### src/rtl/alu_seq_pkg.sv
// Shared types and decode helpers for the ALU sequencer.
// FSM state enum, opcode enum and compare-flag encodings live here so the
// top level and any checker agree on one set of names.
package alu_seq_pkg;

   typedef enum logic [2:0] {
      ST_IDLE   = 3'd0,
      ST_READ   = 3'd1,
      ST_EXEC   = 3'd2,
      ST_WB     = 3'd3,
      ST_HALTED = 3'd4
   } seq_state_e;

   typedef enum logic [3:0] {
      OP_AND  = 4'd0,
      OP_OR   = 4'd1,
      OP_ADD  = 4'd2,
      OP_SUB  = 4'd3,
      OP_ADDI = 4'd4,
      OP_LDI  = 4'd5,
      OP_LDR  = 4'd6,
      OP_CMP  = 4'd7,
      OP_INC  = 4'd8,
      OP_JMP  = 4'd9,
      OP_BEQ  = 4'd10,
      OP_BGT  = 4'd11,
      OP_BLT  = 4'd12,
      OP_XOR  = 4'd13,
      OP_RSV  = 4'd14,
      OP_HALT = 4'd15
   } opcode_e;

   // Compare flag encodings held in cmp_q
   localparam logic [1:0] CMP_NONE = 2'b11;
   localparam logic [1:0] CMP_EQ   = 2'b10;
   localparam logic [1:0] CMP_GT   = 2'b01;
   localparam logic [1:0] CMP_LT   = 2'b00;

   // Ops that consume and produce the carry flag
   function automatic logic uses_carry(input opcode_e op);
      logic r;
      case (op)
         OP_ADD, OP_SUB, OP_ADDI, OP_INC: r = 1'b1;
         default:                         r = 1'b0;
      endcase
      return r;
   endfunction

   // Ops whose result is written back to the accumulator R0
   function automatic logic writes_acc(input opcode_e op);
      logic r;
      case (op)
         OP_AND, OP_OR, OP_ADD, OP_SUB, OP_ADDI, OP_LDR, OP_INC: r = 1'b1;
         default:                                               r = 1'b0;
      endcase
      return r;
   endfunction

   // Ops whose result is written back to the register named by the r field
   function automatic logic writes_reg(input opcode_e op);
      logic r;
      case (op)
         OP_LDI, OP_XOR: r = 1'b1;
         default:        r = 1'b0;
      endcase
      return r;
   endfunction

   // Branch decision from the opcode and the stored compare flags
   function automatic logic branch_taken(input opcode_e op, input logic [1:0] cmp);
      logic r;
      case (op)
         OP_JMP:  r = 1'b1;
         OP_BEQ:  r = (cmp == CMP_EQ);
         OP_BGT:  r = (cmp == CMP_GT);
         OP_BLT:  r = (cmp == CMP_LT);
         default: r = 1'b0;
      endcase
      return r;
   endfunction

endpackage

### src/rtl/alu_seq_perf.sv
// Saturating performance counters for the ALU sequencer: completed
// instructions and busy cycles. Only instantiated when the top is built
// with ALU_SEQUENCER_PERF_EN defined.
module alu_seq_perf #(
   parameter int unsigned W = 16
) (
   input  logic         clk,
   input  logic         rst_n,
   input  logic         done,
   input  logic         busy,
   output logic [W-1:0] perf_instr,
   output logic [W-1:0] perf_cycles
);

   logic [W-1:0] instr_cnt_r;
   logic [W-1:0] cycle_cnt_r;

   // Count completion pulses, holding at all-ones
   always_ff @(posedge clk or negedge rst_n) begin
      if (!rst_n) begin
         instr_cnt_r <= {W{1'b0}};
      end else if (done && (instr_cnt_r != {W{1'b1}})) begin
         instr_cnt_r <= instr_cnt_r + {{(W-1){1'b0}}, 1'b1};
      end
   end

   // Count cycles spent working on an instruction, holding at all-ones
   always_ff @(posedge clk or negedge rst_n) begin
      if (!rst_n) begin
         cycle_cnt_r <= {W{1'b0}};
      end else if (busy && (cycle_cnt_r != {W{1'b1}})) begin
         cycle_cnt_r <= cycle_cnt_r + {{(W-1){1'b0}}, 1'b1};
      end
   end

   assign perf_instr  = instr_cnt_r;
   assign perf_cycles = cycle_cnt_r;

endmodule

### src/rtl/alu_sequencer.sv
// ALU sequencer: accepts one instruction at a time and walks it through
// READ (register-file address), EXEC (drive ALU), WB (write/branch/done
// pulses), then returns to IDLE or parks in HALTED on the halt opcode.
// All drive towards the ALU, register file and branch unit is registered.
// Optional build macro ALU_SEQUENCER_PERF_EN adds perf_instr/perf_cycles.
module alu_sequencer
   import alu_seq_pkg::*;
#(
   parameter int unsigned INSTR_W = 9,
   parameter int unsigned PERF_W  = 16
) (
   input  logic               clk,
   input  logic               rst_n,
   input  logic               instr_valid,
   input  logic [INSTR_W-1:0] instr,
   output logic               instr_ready,
   output logic [3:0]         rf_raddr,
   input  logic [7:0]         rf_rdata,
   input  logic [7:0]         acc_rdata,
   output logic [3:0]         alu_op,
   output logic [7:0]         alu_a,
   output logic [7:0]         alu_b,
   output logic [2:0]         alu_imm,
   output logic               alu_sc,
   input  logic [7:0]         alu_result,
   input  logic               alu_carry,
   input  logic [1:0]         alu_cmp,
   input  logic               alu_halt,
   output logic               rf_we,
   output logic [3:0]         rf_waddr,
   output logic [7:0]         rf_wdata,
   output logic               br_taken,
   output logic [3:0]         br_offset,
   output logic               done,
   output logic               illegal,
`ifdef ALU_SEQUENCER_PERF_EN
   output logic [PERF_W-1:0]  perf_instr,
   output logic [PERF_W-1:0]  perf_cycles,
`endif
   output logic               halted
);

   seq_state_e         state_r;
   seq_state_e         state_nxt_s;
   logic [INSTR_W-1:0] instr_r;
   opcode_e            op_s;
   logic [3:0]         r_field_s;
   logic               accept_s;

   logic               instr_ready_r;
   logic [3:0]         rf_raddr_r;
   logic [3:0]         alu_op_r;
   logic [7:0]         alu_a_r;
   logic [7:0]         alu_b_r;
   logic [2:0]         alu_imm_r;
   logic               alu_sc_r;
   logic               carry_q_r;
   logic [1:0]         cmp_q_r;
   logic               rf_we_r;
   logic [3:0]         rf_waddr_r;
   logic [7:0]         rf_wdata_r;
   logic               br_taken_r;
   logic [3:0]         br_offset_r;
   logic               done_r;
   logic               illegal_r;
   logic               halted_r;

   assign op_s      = opcode_e'(instr_r[8:5]);
   assign r_field_s = instr_r[4:1];
   assign accept_s  = instr_valid && instr_ready_r;

   // State register
   always_ff @(posedge clk or negedge rst_n) begin
      if (!rst_n) begin
         state_r <= ST_IDLE;
      end else begin
         state_r <= state_nxt_s;
      end
   end

   // Next-state decode; halt decision comes from the opcode, not alu_halt
   always_comb begin
      state_nxt_s = state_r;
      case (state_r)
         ST_IDLE: begin
            if (accept_s) begin
               state_nxt_s = ST_READ;
            end else begin
               state_nxt_s = ST_IDLE;
            end
         end
         ST_READ:   state_nxt_s = ST_EXEC;
         ST_EXEC:   state_nxt_s = ST_WB;
         ST_WB: begin
            if (op_s == OP_HALT) begin
               state_nxt_s = ST_HALTED;
            end else begin
               state_nxt_s = ST_IDLE;
            end
         end
         ST_HALTED: state_nxt_s = ST_HALTED;
         default:   state_nxt_s = ST_IDLE;
      endcase
   end

   // Ready is high exactly while the FSM sits in IDLE
   always_ff @(posedge clk or negedge rst_n) begin
      if (!rst_n) begin
         instr_ready_r <= 1'b1;
      end else begin
         instr_ready_r <= (state_nxt_s == ST_IDLE);
      end
   end

   // Latch the instruction and its read index on acceptance
   always_ff @(posedge clk or negedge rst_n) begin
      if (!rst_n) begin
         instr_r    <= {INSTR_W{1'b0}};
         rf_raddr_r <= 4'd0;
      end else if (accept_s) begin
         instr_r    <= instr;
         rf_raddr_r <= instr[4:1];
      end
   end

   // Capture ALU operands during READ; opcode is only non-zero through EXEC
   always_ff @(posedge clk or negedge rst_n) begin
      if (!rst_n) begin
         alu_op_r  <= 4'd0;
         alu_a_r   <= 8'd0;
         alu_b_r   <= 8'd0;
         alu_imm_r <= 3'd0;
         alu_sc_r  <= 1'b0;
      end else if (state_r == ST_READ) begin
         alu_op_r  <= op_s;
         alu_a_r   <= (op_s == OP_LDR) ? rf_rdata : acc_rdata;
         alu_b_r   <= rf_rdata;
         alu_imm_r <= instr_r[3:1];
         alu_sc_r  <= instr_r[0] & carry_q_r & uses_carry(op_s);
      end else if (state_r == ST_EXEC) begin
         alu_op_r  <= 4'd0;
         alu_sc_r  <= 1'b0;
      end
   end

   // Capture ALU result and update flags at the end of EXEC
   always_ff @(posedge clk or negedge rst_n) begin
      if (!rst_n) begin
         rf_wdata_r <= 8'd0;
         carry_q_r  <= 1'b0;
         cmp_q_r    <= CMP_NONE;
      end else if (state_r == ST_EXEC) begin
         rf_wdata_r <= alu_result;
         if (uses_carry(op_s)) begin
            carry_q_r <= alu_carry;
         end
         if (op_s == OP_CMP) begin
            cmp_q_r <= alu_cmp;
         end
      end
   end

   // Write-back, branch, done and illegal pulses live for the WB cycle only
   always_ff @(posedge clk or negedge rst_n) begin
      if (!rst_n) begin
         rf_we_r     <= 1'b0;
         rf_waddr_r  <= 4'd0;
         br_taken_r  <= 1'b0;
         br_offset_r <= 4'd0;
         done_r      <= 1'b0;
         illegal_r   <= 1'b0;
      end else if (state_r == ST_EXEC) begin
         rf_we_r     <= writes_acc(op_s) | writes_reg(op_s);
         rf_waddr_r  <= writes_reg(op_s) ? r_field_s : 4'd0;
         br_taken_r  <= branch_taken(op_s, cmp_q_r);
         br_offset_r <= r_field_s;
         done_r      <= 1'b1;
         illegal_r   <= (op_s == OP_RSV);
      end else if (state_r == ST_WB) begin
         rf_we_r     <= 1'b0;
         br_taken_r  <= 1'b0;
         done_r      <= 1'b0;
         illegal_r   <= 1'b0;
      end
   end

   // Sticky halt flag, only cleared by reset
   always_ff @(posedge clk or negedge rst_n) begin
      if (!rst_n) begin
         halted_r <= 1'b0;
      end else if ((state_r == ST_WB) && (op_s == OP_HALT)) begin
         halted_r <= 1'b1;
      end
   end

   assign instr_ready = instr_ready_r;
   assign rf_raddr    = rf_raddr_r;
   assign alu_op      = alu_op_r;
   assign alu_a       = alu_a_r;
   assign alu_b       = alu_b_r;
   assign alu_imm     = alu_imm_r;
   assign alu_sc      = alu_sc_r;
   assign rf_we       = rf_we_r;
   assign rf_waddr    = rf_waddr_r;
   assign rf_wdata    = rf_wdata_r;
   assign br_taken    = br_taken_r;
   assign br_offset   = br_offset_r;
   assign done        = done_r;
   assign illegal     = illegal_r;
   assign halted      = halted_r;

   // The ALU's own halt indication is deliberately ignored
   logic alu_halt_unused_s;
   assign alu_halt_unused_s = alu_halt;

`ifdef ALU_SEQUENCER_PERF_EN
   logic busy_s;
   assign busy_s = (state_r == ST_READ) || (state_r == ST_EXEC) || (state_r == ST_WB);

   alu_seq_perf #(
      .W (PERF_W)
   ) u_perf (
      .clk         (clk),
      .rst_n       (rst_n),
      .done        (done_r),
      .busy        (busy_s),
      .perf_instr  (perf_instr),
      .perf_cycles (perf_cycles)
   );
`else
   localparam int unsigned perf_w_unused = PERF_W;
`endif

endmodule

### config.mk
export PLATFORM = sky130hd
export DESIGN_NAME = alu_sequencer
export DESIGN_NICKNAME = d
export VERILOG_FILES = /design/src/rtl/alu_seq_pkg.sv /design/src/rtl/alu_seq_perf.sv /design/src/rtl/alu_sequencer.sv
export SDC_FILE = /design/constraint.sdc
export NUM_CORES = 1
export LEC_CHECK = 0
export CELL_PAD_IN_SITES_DETAIL_PLACEMENT = 0
export CELL_PAD_IN_SITES_GLOBAL_PLACEMENT = 1
export CORE_ASPECT_RATIO = 1.1
export CORE_MARGIN = 2
export CORE_UTILIZATION = 34
export CTS_CLUSTER_SIZE = 14
export DETAILED_ROUTE_END_ITERATION = 6
export GPL_TIMING_DRIVEN = 0
export PLACE_DENSITY = 0.87
export SLEW_MARGIN = 15
export SYNTH_ARGS = -nofsm -noshare
export SYNTH_HDL_FRONTEND = slang
export SYNTH_HIERARCHICAL = 1
export SYNTH_SLANG_ARGS = --single-unit
### constraint.sdc
create_clock -name clk -period 2 [get_ports clk]
set_input_delay 0.4 -clock clk [delete_from_list [all_inputs] [get_ports clk]]
set_output_delay 0.4 -clock clk [all_outputs]
set_load 0.005 [all_outputs]
==> key figures <==
Run status
  • Status: completed

Clock tree
  • Worst-Skew Late Latency: 0.33 ns
  • CTS Buffer Depth: 2
  • Clk sinks: 61
  • Worst-path clk slew: 0.07 ns
  • CTS Buf Count: 9
  • CTS tree: done
  • Clock Tree Root: clkbuf_8
  • H-Tree Depth: 3

Die
  • Initial Utilization: 34.9%
  • Row count: 33
  • Die span in y: ~95 microns
  • Core Box Area: 7390 sq um
  • DIE AREA: 8300 sq um
  • Io pins: 90
  • Die width: 87.0 microns

Layout
  • Layout area overhead: 47.2%
  • Fin nets: 355
  • Final instance area: ~3800 sq um
  • ANT cells: 0
  • Share of layout cells above drive strength 1: a little under a fifth
  • Post-Layout Cell Count: 407

Setup path
  • Critical path's slowest cell: dfstp_2
  • Worst Setup End Kind: output port
  • CP delay by family, top: flip-flops
  • WP buf/inv: 1
  • Critical Path Start Type: flip-flop
  • Largest stage delay, worst path: 0.55 ns
  • WP data arrival: 1.37 ns
  • R2R depth: 4
  • R2r setup slk: 0.25 ns
  • Critical R2R Capture: alu_b[2]
  • Reg2reg start: state_r[1]
  • Max Fanout on Critical Path: 3
  • CP Cell Sequence: clkdlybuf4s50_1
  • Setup CP Type: reg -> out
  • CP required: 1.60 ns

STA
  • Setup Skew: 0.00914 ns
  • Max-slew violation count: 0
  • RSZ-0062 raised after global routing: no
  • Rel. slew slack: 65.3%
  • Setup-failing EPs final: 0
  • Worst-margin pin slew: about 0.52 ns
  • Setup_tns: 0 ns
  • Fmax: between 500 and 600 MHz
  • Fin. Hold Viols: 0
  • Tcrit/Tclk final: 88.4%
  • Crit path time final: 1.77 ns

Job
  • Max_cap viols: 0

Hold path
  • Worst Hold Launch: halted
  • Hold path depth: 1
  • HP Class: reg -> reg
  • Worst Hold Path EP: halted

Synth
  • Post-synthesis mux area share: 13.5%
  • Largest area contributor in the netlist: dfrtp_1
  • Ranking of synthesized cells by area: dfrtp_1 (56%), mux2_2 (10%), nand2_1 (6.3%)
  • Cells after Synth: 214
  • Post-Synth XOR/XNOR Area: 0%
  • Synth Area in Simple Gates: 14.4%
  • Prevailing post-synth register cell: dfrtp_1
  • Syn nets: roughly 250
  • Register area share after synthesis: 59.3%
  • Post-synthesis compound-gate area fraction: 8.44%
  • Syn avg cell area: around 12 sq um
  • Top cell type's share of synthesized area: 56.3%
  • Seq cells post-synth: 61
  • Largest family of logic cells by synthesized area: simple AND/OR/NAND/NOR gates
  • Synth Warn #: 6
  • Adder-cell share of the synthesized area: 0%
  • FFs w/ async S/R, synth: 100%
  • EDFF count, synth: 0
  • Post-Synthesis Cell Area: 2580 sq um
  • Post-synth cell types: 39

Place
  • Post-DP Area: 3590 sq um
  • Port-buffer cells: 88
  • Inst Count DP: 390
  • Dpl hpwl: between 4 and 5 mm
  • Gpl congestion: 0.810

Global routing
  • Initial antenna violation count: 0
  • First-pass GRT wire length: 9.72 mm
  • Vias in the first global route: 1981
  • GRT Total Usage: between 15 and 20%
  • Total grt overflow: 0
  • Pin count of the biggest net entering global routing: 34

Power and ir drop
  • PwrDens: 1580 nW/um^2
  • P_leak: approximately 1.6 nW
  • Max VDD drop: 0.832 mV

Detailed routing
  • Vias: 2010
  • Antenna Nets Post-Route: 0
  • WL final: 6.08 mm
  • TritonRoute pass-1 iters: 5
  • Routed WL per cell: 14.9 microns
  • DR iter-0 viols: 80
  • Vias per cell: 4.94
  • DRC viols: 0
[cell type report]
cell class	count	area, sq um
buffer	17	98.8
clock buffer	10	138
clock inverter	6	62.6
fill	643	3590
inverter	3	11.3
multi-input combinational	133	938
sequential	61	1530
tap	87	109
timing repair buffer	90	908
[flip-flops by register name, indices dropped and copies added (netlist names)]
| register | flops |
|---|---|
| alu_a | 8 |
| alu_b | 8 |
| alu_imm | 3 |
| alu_op | 4 |
| alu_sc | 1 |
| br_offset | 4 |
| br_taken | 1 |
| carry_q_r | 1 |
| cmp_q_r | 2 |
| done | 1 |
| halted | 1 |
| illegal | 1 |
| instr_r | 9 |
| instr_ready | 1 |
| rf_waddr | 4 |
| rf_wdata | 8 |
| rf_we | 1 |
| state_r | 3 |
[timing repair]
| item | CTS | global route |
|---|---|---|
| resized for setup | 0 | 0 |
| endpoints found under the hold margin | 25 | 0 |
| hold buffers | 1 | 0 |
| setup buffers | 0 | 0 |
[report_power, final]
part	switching, mW	leakage [nW]	internal, mW
Combinational	1.10	0.797	1.61
Sequential	0.362	0.737	1.84
Clock	0.494	0.0943	0.604
Total	1.96	1.63	4.05
[synthesized netlist by cell type (all sizes together) (2+ instances only)]
master / instances
a21oi: 8
a22o: 9
buf: 13
clkbuf: 4
dfrtp: 58
dfstp: 3
inv: 3
mux2: 23
mux2i: 9
nand2: 43
nand2b: 2
nand3b: 2
nor2: 10
nor3: 2
nor3b: 3
nor4b: 3
[placed cells by master (no fill, tap or decap), drive strengths merged, types with 2 or more instances in the layout]
cell type	n
clkdlybuf4s50	87
dfrtp	58
nand2	43
mux2	23
buf	15
clkbuf	14
nor2	10
mux2i	9
a22o	9
a21oi	8
inv	3
clkinvlp	3
dfstp	3
nor3b	3
nor4b	3
nor3	2
nand2b	2
nand3b	2
clkinv	2
[cell families (layout without fill, tap and decap cells)]
| family | Yosys count | count (layout) |
|---|---|---|
| AND/OR/NAND/NOR | 72 | 72 |
| flip-flops | 61 | 61 |
| multiplexers | 32 | 32 |
| AO/OA/AOI/OAI | 29 | 29 |
| buffers and inverters | 20 | 126 |
[routing by layer]
layer	global-route usage [%]	vias to the layer above	wire, microns
li1	-	947	-
met1	19.5	987	2630
met2	24.6	66	2980
met3	4.85	10	399
met4	6.64	0	71
met5	0	-	0
[per-stage QoR]
step,hold WS (ns),utilization [%],setup slack [ns],total power [mW]
final,0.472,51.4,0.233,6.02
after global routing,0.488,51.4,0.116,6.49
after CTS,0.475,51.4,0.176,6.11
after detailed placement,0.356,48.5,0.210,4.98
after global placement,0.454,48.3,-1.49,4.90
after floorplan,0.104,-,0.416,3.56
[how the worst max path moves through the flow]
stage                 from           to  slack [ns]  cells after the start
3_3_place_gp         rst_n  rf_wdata[0]       -1.49                      1
4_1_cts         instr_r[2]  rf_raddr[1]        0.18                      2
3_5_place_dp   instr_valid   instr_r[6]        0.21                      3
6_report       instr_ready  instr_ready        0.23                      1
2_1_floorplan   state_r[2]   cmp_q_r[0]        0.42                      4
5_1_grt         instr_r[6]     alu_a[5]        0.12                      5
No activity file was read; power rests on OpenSTA's default activity.
